## src/rtl/id_ex_stage.sv

```systemverilog
// ID/EX pipeline register with operand forwarding and ALU control decode.
// Valid/ready handshake for stalls; flush squashes the slot.
module id_ex_stage #(
  parameter int DW = 32,
  parameter int RW = 5
) (
  input  logic          clk,
  input  logic          rst_n,
  input  logic          in_valid,
  output logic          in_ready,
  input  logic [DW-1:0] rs_data,
  input  logic [DW-1:0] rt_data,
  input  logic [15:0]   imm16,
  input  logic [RW-1:0] rs_addr,
  input  logic [RW-1:0] rt_addr,
  input  logic [RW-1:0] rd_addr,
  input  logic [1:0]    alu_op_main,
  input  logic [5:0]    funct,
  input  logic          alu_src,
  input  logic          reg_dst,
  input  logic          reg_write,
  input  logic          ext_zero,
  input  logic          exmem_reg_write,
  input  logic [RW-1:0] exmem_rd,
  input  logic [DW-1:0] exmem_result,
  input  logic          memwb_reg_write,
  input  logic [RW-1:0] memwb_rd,
  input  logic [DW-1:0] memwb_result,
  input  logic          flush,
  input  logic          out_ready,
  output logic          out_valid,
  output logic [DW-1:0] in1,
  output logic [DW-1:0] in2,
  output logic [2:0]    alu_operation,
  output logic [DW-1:0] store_data,
  output logic [RW-1:0] wr_reg,
  output logic          wr_en,
  output logic          bad_op
);

  logic          accept;
  logic [DW-1:0] fwd_rs;
  logic [DW-1:0] fwd_rt;
  logic [DW-1:0] ext;
  logic [2:0]    op_nxt;
  logic          bad_nxt;
  logic [RW-1:0] wr_reg_nxt;
  logic          wr_en_nxt;

  assign in_ready = !out_valid | out_ready;
  assign accept   = in_valid & in_ready;

  assign ext = ext_zero ? {{(DW-16){1'b0}}, imm16}
                        : {{(DW-16){imm16[15]}}, imm16};

  // Forwarding muxes: EX/MEM beats MEM/WB, r0 never forwarded.
  always_comb begin
    fwd_rs = rs_data;
    fwd_rt = rt_data;
    if (exmem_reg_write && exmem_rd == rs_addr && rs_addr != '0)
      fwd_rs = exmem_result;
    else if (memwb_reg_write && memwb_rd == rs_addr && rs_addr != '0)
      fwd_rs = memwb_result;
    if (exmem_reg_write && exmem_rd == rt_addr && rt_addr != '0)
      fwd_rt = exmem_result;
    else if (memwb_reg_write && memwb_rd == rt_addr && rt_addr != '0)
      fwd_rt = memwb_result;
  end

  // ALU control decode from ALUOp and funct.
  always_comb begin
    op_nxt  = 3'd2;
    bad_nxt = 1'b0;
    unique case (alu_op_main)
      2'b00: op_nxt = 3'd2;
      2'b01: op_nxt = 3'd6;
      2'b11: op_nxt = 3'd1;
      2'b10: begin
        case (funct)
          6'b100000, 6'b100001: op_nxt = 3'd2;
          6'b100010, 6'b100011: op_nxt = 3'd6;
          6'b100100:            op_nxt = 3'd0;
          6'b100101:            op_nxt = 3'd1;
          6'b101010:            op_nxt = 3'd7;
          default: begin
            op_nxt  = 3'd2;
            bad_nxt = 1'b1;
          end
        endcase
      end
    endcase
  end

  assign wr_reg_nxt = reg_dst ? rd_addr : rt_addr;
  assign wr_en_nxt  = reg_write & !bad_nxt & (wr_reg_nxt != '0);

  // Pipeline register: flush, then capture, then bubble on drain.
  always_ff @(posedge clk or negedge rst_n) begin
    if (!rst_n) begin
      out_valid     <= 1'b0;
      in1           <= '0;
      in2           <= '0;
      alu_operation <= '0;
      store_data    <= '0;
      wr_reg        <= '0;
      wr_en         <= 1'b0;
      bad_op        <= 1'b0;
    end else if (flush) begin
      out_valid <= 1'b0;
      wr_en     <= 1'b0;
      bad_op    <= 1'b0;
    end else if (accept) begin
      out_valid     <= 1'b1;
      in1           <= fwd_rs;
      in2           <= alu_src ? ext : fwd_rt;
      alu_operation <= op_nxt;
      store_data    <= fwd_rt;
      wr_reg        <= wr_reg_nxt;
      wr_en         <= wr_en_nxt;
      bad_op        <= bad_nxt;
    end else if (out_ready) begin
      out_valid <= 1'b0;
      wr_en     <= 1'b0;
    end
  end

endmodule

```

## config.mk

```make
export PLATFORM = sky130hd
export DESIGN_NAME = id_ex_stage
export DESIGN_NICKNAME = d
export VERILOG_FILES = /design/src/rtl/id_ex_stage.sv
export SDC_FILE = /design/constraint.sdc
export NUM_CORES = 1
export LEC_CHECK = 0
export ABC_AREA = 1
export BUFFER_PORTS_ARGS = -buffer_cell sky130_fd_sc_hd__buf_2
export CAP_MARGIN = 40
export CORE_ASPECT_RATIO = 0.5
export CORE_MARGIN = 2
export CORE_UTILIZATION = 49
export CTS_CLUSTER_DIAMETER = 30
export CTS_CLUSTER_SIZE = 12
export DETAILED_ROUTE_END_ITERATION = 10
export PLACE_DENSITY = 0.81
export SYNTH_ARGS = -nofsm -noshare
export SYNTH_HDL_FRONTEND = slang
export SYNTH_SLANG_ARGS = --single-unit
```

## constraint.sdc

```tcl
create_clock -name clk -period 1.7 [get_ports clk]
set_input_delay 0.34 -clock clk [delete_from_list [all_inputs] [get_ports clk]]
set_output_delay 0.34 -clock clk [all_outputs]
set_load 0.01 [all_outputs]
```

==> metrics.md, run 1 <==
| Metric | Value |
|---|---|
| Run status | finished, final reports clean |
| Initial Utilization | 49.7% |
| Number of sinks on the clock net | 107 |
| Site Rows | 31 |
| Placed cell areas | 0.00884 mm2 |
| Most common flop cell mapped by yosys | sky130_fd_sc_hd__dfrtp_1 |
| TritonCTS clock tree | yes |
| Number of search-and-repair iterations in the first detailed-routing pass | 5 |
| Portion of the clock cycle consumed by the worst path in the final layout | 90.7% |
| Final core utilization | 64.0% |
| Horizontal die dimension | 174 um |
| Largest clock skew in the final design | 0.00685 ns |
| Routed via count divided by cell count | 5.29 |
| Portion of synthesized cell area occupied by the leading cell type | 37.6% |
| Total power divided by cell area | 811 mW/mm2 |
| Vias in the first global route | 7862 |
| Antenna Nets Post-Route | 0 |
| Layout overhead on the synthesized area | 28.7% |
| Pre-CTS setup slack | -0.0762 ns |
| Filler Cells Inserted | 1350 |
| Switching power | 2.59 mW |
| Count of maximum capacitance violations | 0 |
| Wire length of the first global-routing pass | 37900 um |
| Post-Synth XOR/XNOR Area | 0.739% |
| I/O pin count | 296 |
| Total Routing Usage GR | 30.8% |
| Required time worst endpoint | 1.99 ns |
| Top achievable clock speed | 0.649 GHz |
| Crit path max fanout | 16 |
| Total DRC errors in the routed layout | 0 |
| Share of final-layout standard cells stronger than drive strength 1 | 31.5% |
| Detailed router's first-iteration violation count | 565 |
| Static leakage | 5.60 nW |
| Avg WL per Cell | 15.9 um |
| CP cell instances | nand2_2 > nand2_2 > nor2_4 > nand3_1 > nor2_4 > a21oi_1 > nand2_1 |
| Worst ir drop on vdd | 0.581 mV |
| Area share of fa/ha/maj cells after synthesis | 0% |
| Synth Area per Inst | 6.85 um2 |
| Signal arrival time at the worst endpoint | 1.83 ns |
| Number of CTS-inserted buffers | 9 |
| Worst-Margin Slew | 0.549 ns |
| Total number of vias | 8056 |
| Post-layout nets | 1506 |
| Clk Latency, worst-skew pair | 0.35 ns |
| Internal power consumption | 4.83 mW |
| Setup Viol. Count Final | 0 |
| Total wirelength of the detailed-routed design | 24200 um |
| Post-synthesis async set-or-reset flop share | 100% |
| Most instantiated cells after synthesis | 404 x sky130_fd_sc_hd__nand2_1, 157 x sky130_fd_sc_hd__nand3_1, 116 x sky130_fd_sc_hd__inv_1 |
| Slowest stage cell, crit path | sky130_fd_sc_hd__dfrtp_1 |
| Post-Synth Simple-Gate Area | 43.6% |
| Count of synthesis-stage warnings from yosys | 0 |
| Worst Setup Start Kind | flip-flop |
| CP peak stage delay | 0.39 ns |
| Pins over their slew limit | 0 |
| Resized Gates After CTS | 0 |
| Setup TNS | 0 ns |
| Share of total power consumed by net switching | 34.9% |
| Multiplexer share of the synthesized area | 0% |
| Routability congestion estimate | 0.901 |
| Slack of the critical path | 0.158 ns |
| Max clock buf depth | 2 |
| Post-synth cell types | 31 |
| Multi-input combinational cell area | 0.00357 mm2 |
| Post-Place Cells | 1503 |
| Number of I/O port buffers | 295 |
| Initial antenna violation count | 2 |
| Reg area | 0.00268 mm2 |
| Vertical die dimension | 89.2 um |
| Leading registers by flop count | in1 (32), in2 (32), store_data (32) |
| Post-Syn Area | 0.00711 mm2 |
| RSZ-0062 raised after global routing | no |
| Cell types with the largest area share after synthesis | sky130_fd_sc_hd__dfrtp_1 38%, sky130_fd_sc_hd__nand2_1 21%, sky130_fd_sc_hd__nand3_1 11%, sky130_fd_sc_hd__inv_1 6.1%, sky130_fd_sc_hd__nand3_2 4.2% |
| Sequential share of the synthesized area | 37.6% |
| Worst hold-check path type | input pin to flip-flop |
| Die ar. | 0.0156 mm2 |
| Number of enable-type register cells in the synthesized netlist | 0 |
| Syn nets | 1227 |
| Final Instance Count excl. Fillers | 1522 |
| Summed area of non-filler cells in the final layout | 0.00916 mm2 |
| Worst Path Class, Setup | flip-flop to flip-flop |
| Placed wire-length estimate after detailed placement | 18600 um |
| Fraction of power consumed by the clock network | 28.4% |
| H-tree depth | 3 |
| Combinational power share | 28.8% |
| Cell type with the highest aggregate area in the netlist | sky130_fd_sc_hd__dfrtp_1 |
| Flip-flop and latch count after synthesis | 107 |
| Compound-cell area share of the yosys netlist | 5.82% |
| Cell count after synthesis | 1039 |
| Fin. Hold Viols | 0 |
| Worst slew margin relative to its limit | 63.0% |
| Register share of total power | 42.8% |
| Buffer type at the clock tree root | sky130_fd_sc_hd__clkbuf_16 |
| Crit path time final | 1.54 ns |
| Largest net degree at the start of global routing | 69 |
| Most numerous cell in the Yosys netlist | sky130_fd_sc_hd__nand2_1 |
| Clock edge transition at the registers on the reported setup and hold paths | 0.07 ns |
| Leftover overflow at the end of global routing | 0 |
| Dominant combinational cell family by area after synthesis | simple AND/OR/NAND/NOR gates |
| Core footprint | 0.0143 mm2 |
| Capturing element type of the critical path | flip-flop |
[final cells by class]
cell class,instances,share of cell area (%)
Antenna cell,1,0.0273
Clock buffer,10,2.50
Clock inverter,6,0.601
Inverter,125,5.15
Multi-Input combinational cell,746,39.0
Sequential cell,107,29.2
Tap cell,198,2.71
Timing Repair Buffer,329,20.7
[metal layers]
layer	part of all wire, %	GRT usage, %
met5	0.054	0
met4	4.4	14.8
met3	7.5	7.19
met2	49	55.7
met1	39	35.6
[power by group through the flow]
stage	logic [mW]	clock network (mW)	registers [mW]
floorplan	0.886	0	3.39
global placement	2.09	0	3.21
detailed placement	2.13	0	3.22
CTS	2.14	2.14	3.17
global route	2.37	2.25	3.22
finish	2.13	2.11	3.18
[cells by family (layout without fill, tap and decap cells)]
logic type                Yosys count  in the layout
and+or+nand+nor                   675            675
xor gates and xnor gates            6              6
AOI/OAI and AO/OA                  65             65
DFF                               107            107
buffers and inverters             186            470
other                               0              1
[worst paths after layout]
check / end / slack (ns) / depth (start not counted) / start
setup / recovery: in2[31] / 0.16 / 7 / out_valid
hold reg to reg: store_data[31] / 0.48 / 2 / store_data[31]
hold / removal: out_valid / 0.19 / 2 / flush
setup reg to reg: in2[31] / 0.16 / 7 / out_valid
min in group asynchronous: in1[22] / 0.45 / 2 / rst_n
max in group asynchronous: wr_en / 0.73 / 3 / rst_n
[repair_timing]
| action | in CTS | in global routing |
|---|---|---|
| hold endpoints to repair | 12 | 0 |
| hold buffers | 1 | 0 |
| buffers inserted | 0 | 1 |
| endpoints found under the setup margin | 0 | 2 |
[metrics by stage]
stage | power, mW | hold WS, ns
floorplan | 4.27 | 0.0444
global placement | 5.30 | 0.229
detailed placement | 5.35 | 0.233
CTS | 7.45 | 0.188
global route | 7.83 | 0.205
finish | 7.42 | 0.194
[critical path, delay by kind of cell, from the launching register on]
| family | cells | cell delay (ns) |
|---|---|---|
| and+or+nand+nor | 6 | 1.01 |
| AOI/OAI and AO/OA | 1 | 0.09 |
| DFF | 1 | 0.39 |
[cell usage in the layout (no fill, tap or decap)]
cell type,Yosys,routed
sky130_fd_sc_hd__nand3_1,157,157
sky130_fd_sc_hd__clkbuf_1,12,1
sky130_fd_sc_hd__clkinv_4,0,1
sky130_fd_sc_hd__nor2_1,42,42
sky130_fd_sc_hd__inv_2,9,8
sky130_fd_sc_hd__nand3_2,30,30
sky130_fd_sc_hd__o21ai_0,8,8
sky130_fd_sc_hd__o211ai_1,34,34
sky130_fd_sc_hd__or2_1,1,1
sky130_fd_sc_hd__nor4_4,1,1
sky130_fd_sc_hd__inv_8,0,1
sky130_fd_sc_hd__inv_4,0,1
sky130_fd_sc_hd__dfrtp_1,107,107
sky130_fd_sc_hd__diode_2,0,1
sky130_fd_sc_hd__nor2_2,1,1
sky130_fd_sc_hd__nand2_2,21,22
sky130_fd_sc_hd__a21oi_1,22,22
sky130_fd_sc_hd__nor2_4,7,7
sky130_fd_sc_hd__inv_1,116,116
sky130_fd_sc_hd__nand2_4,2,2
sky130_fd_sc_hd__inv_6,0,4
sky130_fd_sc_hd__nor3_1,1,1
sky130_fd_sc_hd__buf_12,0,13
sky130_fd_sc_hd__nor3_4,2,2
sky130_fd_sc_hd__nand3b_1,1,1
sky130_fd_sc_hd__clkbuf_16,0,9
sky130_fd_sc_hd__buf_4,8,21
sky130_fd_sc_hd__dlygate4sd3_1,0,1
sky130_fd_sc_hd__a2bb2oi_1,1,1
sky130_fd_sc_hd__buf_2,25,294
sky130_fd_sc_hd__xnor2_1,2,2
sky130_fd_sc_hd__xor2_1,4,4
sky130_fd_sc_hd__nor4_1,1,1
sky130_fd_sc_hd__nand4_1,4,4
sky130_fd_sc_hd__nand2_1,404,403
Power figures use the tool's default switching activity.
==> run 2: changes to the inputs <==
- clock period: 1.7 -> 1.5 ns (I/O delays scaled with it)
==> run 2 against run 1 <==
Against the previous run: count of clock-buffer cells in the layout is the same; register-to-register slack lost 0.096 ns; wire length grew 0.24%; final cell count grew 1.3%; largest power group unchanged; critical endpoint is now in1[3]; non-clock buffer count grew 20; largest cell class unchanged; sequential power grew 14%; flip-flop and latch count is the same.
==> metrics.md, run 2 (same netlist as run 1, synthesis figures left out) <==
| Metric | Value |
|---|---|
| Max clock buf depth | 2 (unchanged) |
| Slowest stage cell, crit path | sky130_fd_sc_hd__dfrtp_1 (unchanged) |
| Clk Latency, worst-skew pair | 0.35 ns (about the same) |
| Buffer type at the clock tree root | sky130_fd_sc_hd__clkbuf_16 (unchanged) |
| Clock edge transition at the registers on the reported setup and hold paths | 0.08 ns (was 0.07 ns) |
| Leading registers by flop count | in1 (32), in2 (32), store_data (32) (unchanged) |
| Final Instance Count excl. Fillers | 1542 (was 1522) |
| Vias in the first global route | 7809 (was 7862) |
| Signal arrival time at the worst endpoint | 1.73 ns (was 1.83 ns) |
| Initial Utilization | 49.7% (unchanged) |
| Worst ir drop on vdd | 0.640 mV (was 0.581 mV) |
| Reg area | 0.00268 mm2 (unchanged) |
| H-tree depth | 3 (unchanged) |
| Most prevalent standard cell on the critical path | sky130_fd_sc_hd__nand2_1 |
| I/O pin count | 296 (unchanged) |
| Avg WL per Cell | 15.7 um (was 15.9 um) |
| TritonCTS clock tree | yes (unchanged) |
| Horizontal die dimension | 174 um (unchanged) |
| Pins over their slew limit | 0 (unchanged) |
| Routability congestion estimate | 0.920 (was 0.901) |
| Total wirelength of the detailed-routed design | 24200 um (about the same) |
| Leading cell type in the layout, fill and taps excluded | sky130_fd_sc_hd__nand2_1 (unchanged) |
| Crit path max fanout | 68 (was 16) |
| Setup Viol. Count Final | 0 (unchanged) |
| Placed wire-length estimate after detailed placement | 18900 um (was 18600 um) |
| Multi-input combinational cell area | 0.00358 mm2 (was 0.00357 mm2) |
| Post-layout nets | 1526 (was 1506) |
| Required time worst endpoint | 1.79 ns (was 1.99 ns) |
| Total DRC errors in the routed layout | 0 (unchanged) |
| Largest clock skew in the final design | 0.0100 ns (was 0.00685 ns) |
| Worst Setup Start Kind | flip-flop (unchanged) |
| Family of cells with the greatest summed delay on the critical path | simple AND/OR/NAND/NOR gates (unchanged) |
| Count of maximum capacitance violations | 0 (unchanged) |
| Total Routing Usage GR | 30.4% (was 30.8%) |
| Crit path time final | 1.44 ns (was 1.54 ns) |
| Total chip power | 8.48 mW (was 7.42 mW) |
| Post-Place Cells | 1523 (was 1503) |
| Top achievable clock speed | 0.696 GHz (was 0.649 GHz) |
| Total power divided by cell area | 902 mW/mm2 (was 811 mW/mm2) |
| Worst slew margin relative to its limit | 71.8% (was 63.0%) |
| Routed via count divided by cell count | 5.25 (was 5.29) |
| Die ar. | 0.0156 mm2 (unchanged) |
| Core footprint | 0.0143 mm2 (unchanged) |
| Commonest cells after routing, fill and taps aside | 403 x sky130_fd_sc_hd__nand2_1, 294 x sky130_fd_sc_hd__buf_2, 157 x sky130_fd_sc_hd__nand3_1, 115 x sky130_fd_sc_hd__inv_1, 107 x sky130_fd_sc_hd__dfrtp_1 (was 403 x sky130_fd_sc_hd__nand2_1, 294 x sky130_fd_sc_hd__buf_2, 157 x sky130_fd_sc_hd__nand3_1, 116 x sky130_fd_sc_hd__inv_1, 107 x sky130_fd_sc_hd__dfrtp_1) |
| Filler Cells Inserted | 1283 (was 1350) |
| CP peak stage delay | 0.39 ns (about the same) |
| Layout overhead on the synthesized area | 32.2% (was 28.7%) |
| Leftover overflow at the end of global routing | 0 (unchanged) |
| Initial antenna violation count | 1 (was 2) |
| Worst path buffer plus inverter count | 2 (was 0) |
| Worst Path Class, Setup | flip-flop to flip-flop (unchanged) |
| Share of final-layout standard cells stronger than drive strength 1 | 32.8% (was 31.5%) |
| Vertical die dimension | 89.2 um (unchanged) |
| Number of I/O port buffers | 295 (unchanged) |
| CP cell instances | nand2_2 > nand2_2 > nor2_4 > buf_12 > nand2_1 > inv_1 > nand2_1 > nand2_1 (was nand2_2 > nand2_2 > nor2_4 > nand3_1 > nor2_4 > a21oi_1 > nand2_1) |
| Site Rows | 31 (unchanged) |
| Run status | finished, final reports clean (unchanged) |
| Static leakage | 5.72 nW (was 5.60 nW) |
| Largest net degree at the start of global routing | 69 (unchanged) |
| Worst hold-check path type | input pin to flip-flop (unchanged) |
| Portion of the clock cycle consumed by the worst path in the final layout | 95.8% (was 90.7%) |
| Fin. Hold Viols | 0 (unchanged) |
| Number of sinks on the clock net | 107 (unchanged) |
| Wire length of the first global-routing pass | 37600 um (was 37900 um) |
| Number of CTS-inserted buffers | 9 (unchanged) |
| RSZ-0062 raised after global routing | yes (was no) |
| Total number of vias | 8089 (was 8056) |
| Capturing element type of the critical path | flip-flop (unchanged) |
| Antenna Nets Post-Route | 0 (unchanged) |
| Detailed router's first-iteration violation count | 648 (was 565) |
| Number of search-and-repair iterations in the first detailed-routing pass | 8 (was 5) |
| Worst-Margin Slew | 0.419 ns (was 0.549 ns) |
==> run 2: changes by cell type in the layout (fill, tap and decap cells not counted), moves of 2 or more <==
cell	before	now
sky130_fd_sc_hd__buf_4	21	35
sky130_fd_sc_hd__inv_6	4	2
sky130_fd_sc_hd__buf_12	13	19
sky130_fd_sc_hd__clkinvlp_4	0	2
==> run 2: report_power, final <==
| part | switching, mW | internal (mW) | total (mW) | leakage, nW |
|---|---|---|---|---|
| combinational | 1.45 | 1.01 | 2.46 | 4.24 |
| sequential | 0.272 | 3.33 | 3.61 | 1.33 |
| clock | 1.19 | 1.21 | 2.41 | 0.144 |
| total | 2.92 | 5.56 | 8.48 | 5.72 |
==> run 2: layout make-up <==
type                            instances  area share, %
Multi-Input combinational cell        746           38.1
Timing Repair Buffer                  349           22.6
Clock buffer                           10           2.54
Clock inverter                          6          0.599
Inverter                              125           5.06
Tap cell                              198           2.64
Antenna cell                            1         0.0266
Sequential cell                       107           28.5
==> run 2: through the flow <==
step	setup TNS, ns	setup WS [ns]	util [%]	cell area (um2)	hold slack (ns)
2_1_floorplan	0	0.0657	-	7110	0.00441
4_1_cts	0	0.0687	65.5	9370	0.152
5_1_grt	-0.355	-0.0370	65.7	9400	0.161
3_3_place_gp	-13.09	-0.282	63.3	9060	0.170
6_report	0	0.0623	65.7	9400	0.159
3_5_place_dp	-17.17	-0.288	63.3	9060	0.172
==> run 2: repair_timing <==
action / in CTS / in global routing
resized for setup: 0 / 2
buffers inserted: 0 / 1
hold buffers: 1 / 0
endpoints found under the setup margin: 0 / 51
endpoints found under the hold margin: 9 / 0
==> run 2: per-layer routing <==
| layer | vias to the layer above | global-route usage (%) | wire, um |
|---|---|---|---|
| met4 | 0 | 9.70 | 682 |
| li1 | 3869 | - | - |
| met1 | 3802 | 35.1 | 9490 |
| met3 | 58 | 6.59 | 1720 |
| met5 | - | 0 | 0 |
| met2 | 360 | 57.6 | 12400 |
==> run 2: path summary, 6_finish.rpt <==
| kind | from | endpoint | slack (ns) | cells past startpoint |
|---|---|---|---|---|
| setup / recovery | out_valid | in1[3] | 0.06 | 8 |
| hold / removal | flush | out_valid | 0.16 | 2 |
| setup reg to reg | out_valid | in1[3] | 0.06 | 8 |
| hold reg to reg | alu_operation[0] | alu_operation[0] | 0.48 | 2 |
| max in group asynchronous | rst_n | store_data[24] | 0.60 | 3 |
| min in group asynchronous | rst_n | in1[22] | 0.38 | 2 |
==> run 3: changes to the inputs <==
- clock period: 1.5 -> 1.4 ns (I/O delays scaled with it)
==> run 3 against run 2 <==
Against the previous run: the flow now finishes with violations (setup timing); global-route usage is 0.27 points lower; final area increased by 2.8%; clock skew up 0.0032 ns; largest cell class unchanged; highest routed layer is now met5.
==> metrics.md, run 3 (same netlist as run 1, synthesis figures left out) <==
| Metric | Value |
|---|---|
| Filler Cells Inserted | 1234 (was 1283) |
| Leading registers by flop count | in1 (32), in2 (32), store_data (32) (unchanged) |
| Run status | complete, but fails checks (was finished, final reports clean) |
| Top achievable clock speed | 0.706 GHz (was 0.696 GHz) |
| Family of cells with the greatest summed delay on the critical path | simple AND/OR/NAND/NOR gates (unchanged) |
| Total Routing Usage GR | 30.1% (was 30.4%) |
| Multi-input combinational cell area | 0.00366 mm2 (was 0.00358 mm2) |
| Die ar. | 0.0156 mm2 (unchanged) |
| Vias in the first global route | 7732 (was 7809) |
| Largest clock skew in the final design | 0.0133 ns (was 0.0100 ns) |
| Max clock buf depth | 2 (unchanged) |
| Number of sinks on the clock net | 107 (unchanged) |
| Crit path time final | 1.42 ns (was 1.44 ns) |
| Antenna Nets Post-Route | 0 (unchanged) |
| Worst slew margin relative to its limit | 69.6% (was 71.8%) |
| Violations in the final reports | setup timing |
| Avg WL per Cell | 16.4 um (was 15.7 um) |
| Core footprint | 0.0143 mm2 (unchanged) |
| Slowest stage cell, crit path | sky130_fd_sc_hd__dfrtp_1 (unchanged) |
| Leading cell type in the layout, fill and taps excluded | sky130_fd_sc_hd__nand2_1 (unchanged) |
| Number of I/O port buffers | 295 (unchanged) |
| CP peak stage delay | 0.40 ns (was 0.39 ns) |
| Worst Setup Start Kind | flip-flop (unchanged) |
| Total chip power | 9.28 mW (was 8.48 mW) |
| Worst ir drop on vdd | 0.655 mV (was 0.640 mV) |
| Number of search-and-repair iterations in the first detailed-routing pass | 5 (was 8) |
| Reg area | 0.00268 mm2 (unchanged) |
| Detailed router's first-iteration violation count | 752 (was 648) |
| Clock edge transition at the registers on the reported setup and hold paths | 0.07 ns (was 0.08 ns) |
| Capturing element type of the critical path | flip-flop (unchanged) |
| Setup Viol. Count Final | 4 (was 0) |
| Commonest cells after routing, fill and taps aside | 393 x sky130_fd_sc_hd__nand2_1, 293 x sky130_fd_sc_hd__buf_2, 156 x sky130_fd_sc_hd__nand3_1, 108 x sky130_fd_sc_hd__inv_1, 107 x sky130_fd_sc_hd__dfrtp_1 (was 403 x sky130_fd_sc_hd__nand2_1, 294 x sky130_fd_sc_hd__buf_2, 157 x sky130_fd_sc_hd__nand3_1, 115 x sky130_fd_sc_hd__inv_1, 107 x sky130_fd_sc_hd__dfrtp_1) |
| Crit path max fanout | 6 (was 68) |
| CP cell instances | nand2_2 > nand2_4 > nor2_4 > buf_6 > clkbuf_16 > o211ai_1 > nand2_1 (was nand2_2 > nand2_2 > nor2_4 > buf_12 > nand2_1 > inv_1 > nand2_1 > nand2_1) |
| Post-layout nets | 1525 (was 1526) |
| TritonCTS clock tree | yes (unchanged) |
| Static leakage | 5.79 nW (was 5.72 nW) |
| RSZ-0062 raised after global routing | yes (unchanged) |
| Largest net degree at the start of global routing | 65 (was 69) |
| Worst hold-check path type | input pin to flip-flop (unchanged) |
| Portion of the clock cycle consumed by the worst path in the final layout | 101% (was 95.8%) |
| Fin. Hold Viols | 0 (unchanged) |
| Layout overhead on the synthesized area | 35.8% (was 32.2%) |
| Worst path buffer plus inverter count | 2 (unchanged) |
| Placed wire-length estimate after detailed placement | 18700 um (was 18900 um) |
| Worst-Margin Slew | 0.456 ns (was 0.419 ns) |
| Initial antenna violation count | 1 (unchanged) |
| H-tree depth | 3 (unchanged) |
| Horizontal die dimension | 174 um (unchanged) |
| Placed cell areas | 0.00901 mm2 (was 0.00906 mm2) |
| Slack of the critical path | -0.0167 ns (was 0.0623 ns) |
| Summed area of non-filler cells in the final layout | 0.00966 mm2 (was 0.00940 mm2) |
| Required time worst endpoint | 1.70 ns (was 1.79 ns) |
| Wire length of the first global-routing pass | 37200 um (was 37600 um) |
| Signal arrival time at the worst endpoint | 1.71 ns (was 1.73 ns) |
| Total DRC errors in the routed layout | 0 (unchanged) |
| Buffer type at the clock tree root | sky130_fd_sc_hd__clkbuf_16 (unchanged) |
| Count of maximum capacitance violations | 0 (unchanged) |
| Site Rows | 31 (unchanged) |
| Initial Utilization | 49.7% (unchanged) |
| Pins over their slew limit | 0 (unchanged) |
| Routability congestion estimate | 0.906 (was 0.920) |
| Worst Path Class, Setup | flip-flop to flip-flop (unchanged) |
| Routed via count divided by cell count | 5.43 (was 5.25) |
| Total power divided by cell area | 961 mW/mm2 (was 902 mW/mm2) |
| Total number of vias | 8375 (was 8089) |
| Leftover overflow at the end of global routing | 0 (unchanged) |
| Vertical die dimension | 89.2 um (unchanged) |
| Number of CTS-inserted buffers | 9 (unchanged) |
| Share of final-layout standard cells stronger than drive strength 1 | 34.4% (was 32.8%) |
| Clk Latency, worst-skew pair | 0.37 ns (was 0.35 ns) |
| Total wirelength of the detailed-routed design | 25200 um (was 24200 um) |
| I/O pin count | 296 (unchanged) |
## run 3: area by class of cell
type                    instances  share of cell area, %
flip-flops and latches        107                   27.7
diodes                          1                 0.0259
well taps                     198                   2.56
clock buffers                   9                   2.33
multi-input cells             746                   37.9
inverters                     125                   4.95
repair buffers                348                   23.7
clock inverters                 7                  0.842
## run 3: path summary, 6_finish.rpt
kind | start | to | slack [ns] | cells past startpoint
max in group asynchronous | rst_n | in2[10] | 0.46 | 3
hold / removal | flush | out_valid | 0.13 | 2
min in group asynchronous | rst_n | in1[22] | 0.42 | 2
setup / recovery | out_valid | store_data[18] | -0.02 | 7
setup reg to reg | out_valid | store_data[18] | -0.02 | 7
hold reg to reg | in1[1] | in1[1] | 0.48 | 2
## run 3: what timing repair did
action	in CTS	in global routing
buffers inserted	0	5
gates resized for setup	2	43
pin swaps	1	9
hold endpoints to repair	27	0
setup endpoints to repair	13	100
hold buffers	1	0
cloned	0	6
## run 3: power breakdown
group / internal, mW / leakage (nW) / switching (mW)
Combinational: 1.15 / 4.31 / 1.61
Clock: 1.28 / 0.150 / 1.37
Sequential: 3.57 / 1.33 / 0.302
## run 3: metrics by stage
step | cells | hold WS, ns | utilization (%) | TNS (ns) | worst slack, ns
global route | 1540 | 0.132 | 67.5 | -4.95 | -0.116
detailed placement | 1512 | 0.251 | 63.0 | -24.07 | -0.305
finish | 1541 | 0.131 | 67.5 | -0.0328 | -0.0167
CTS | 1529 | 0.123 | 65.2 | 0 | 0.00976
global placement | 1512 | 0.256 | 63.0 | -20.48 | -0.273
floorplan | 1039 | -0.0156 | - | -0.470 | -0.0159
## run 3: metal layers
layer / track usage (%) / part of all wire (%)
met1: 34.8 / 37
met2: 55.5 / 51
met3: 6.97 / 8.7
met4: 12.5 / 3.4
met5: 0 / 0.028
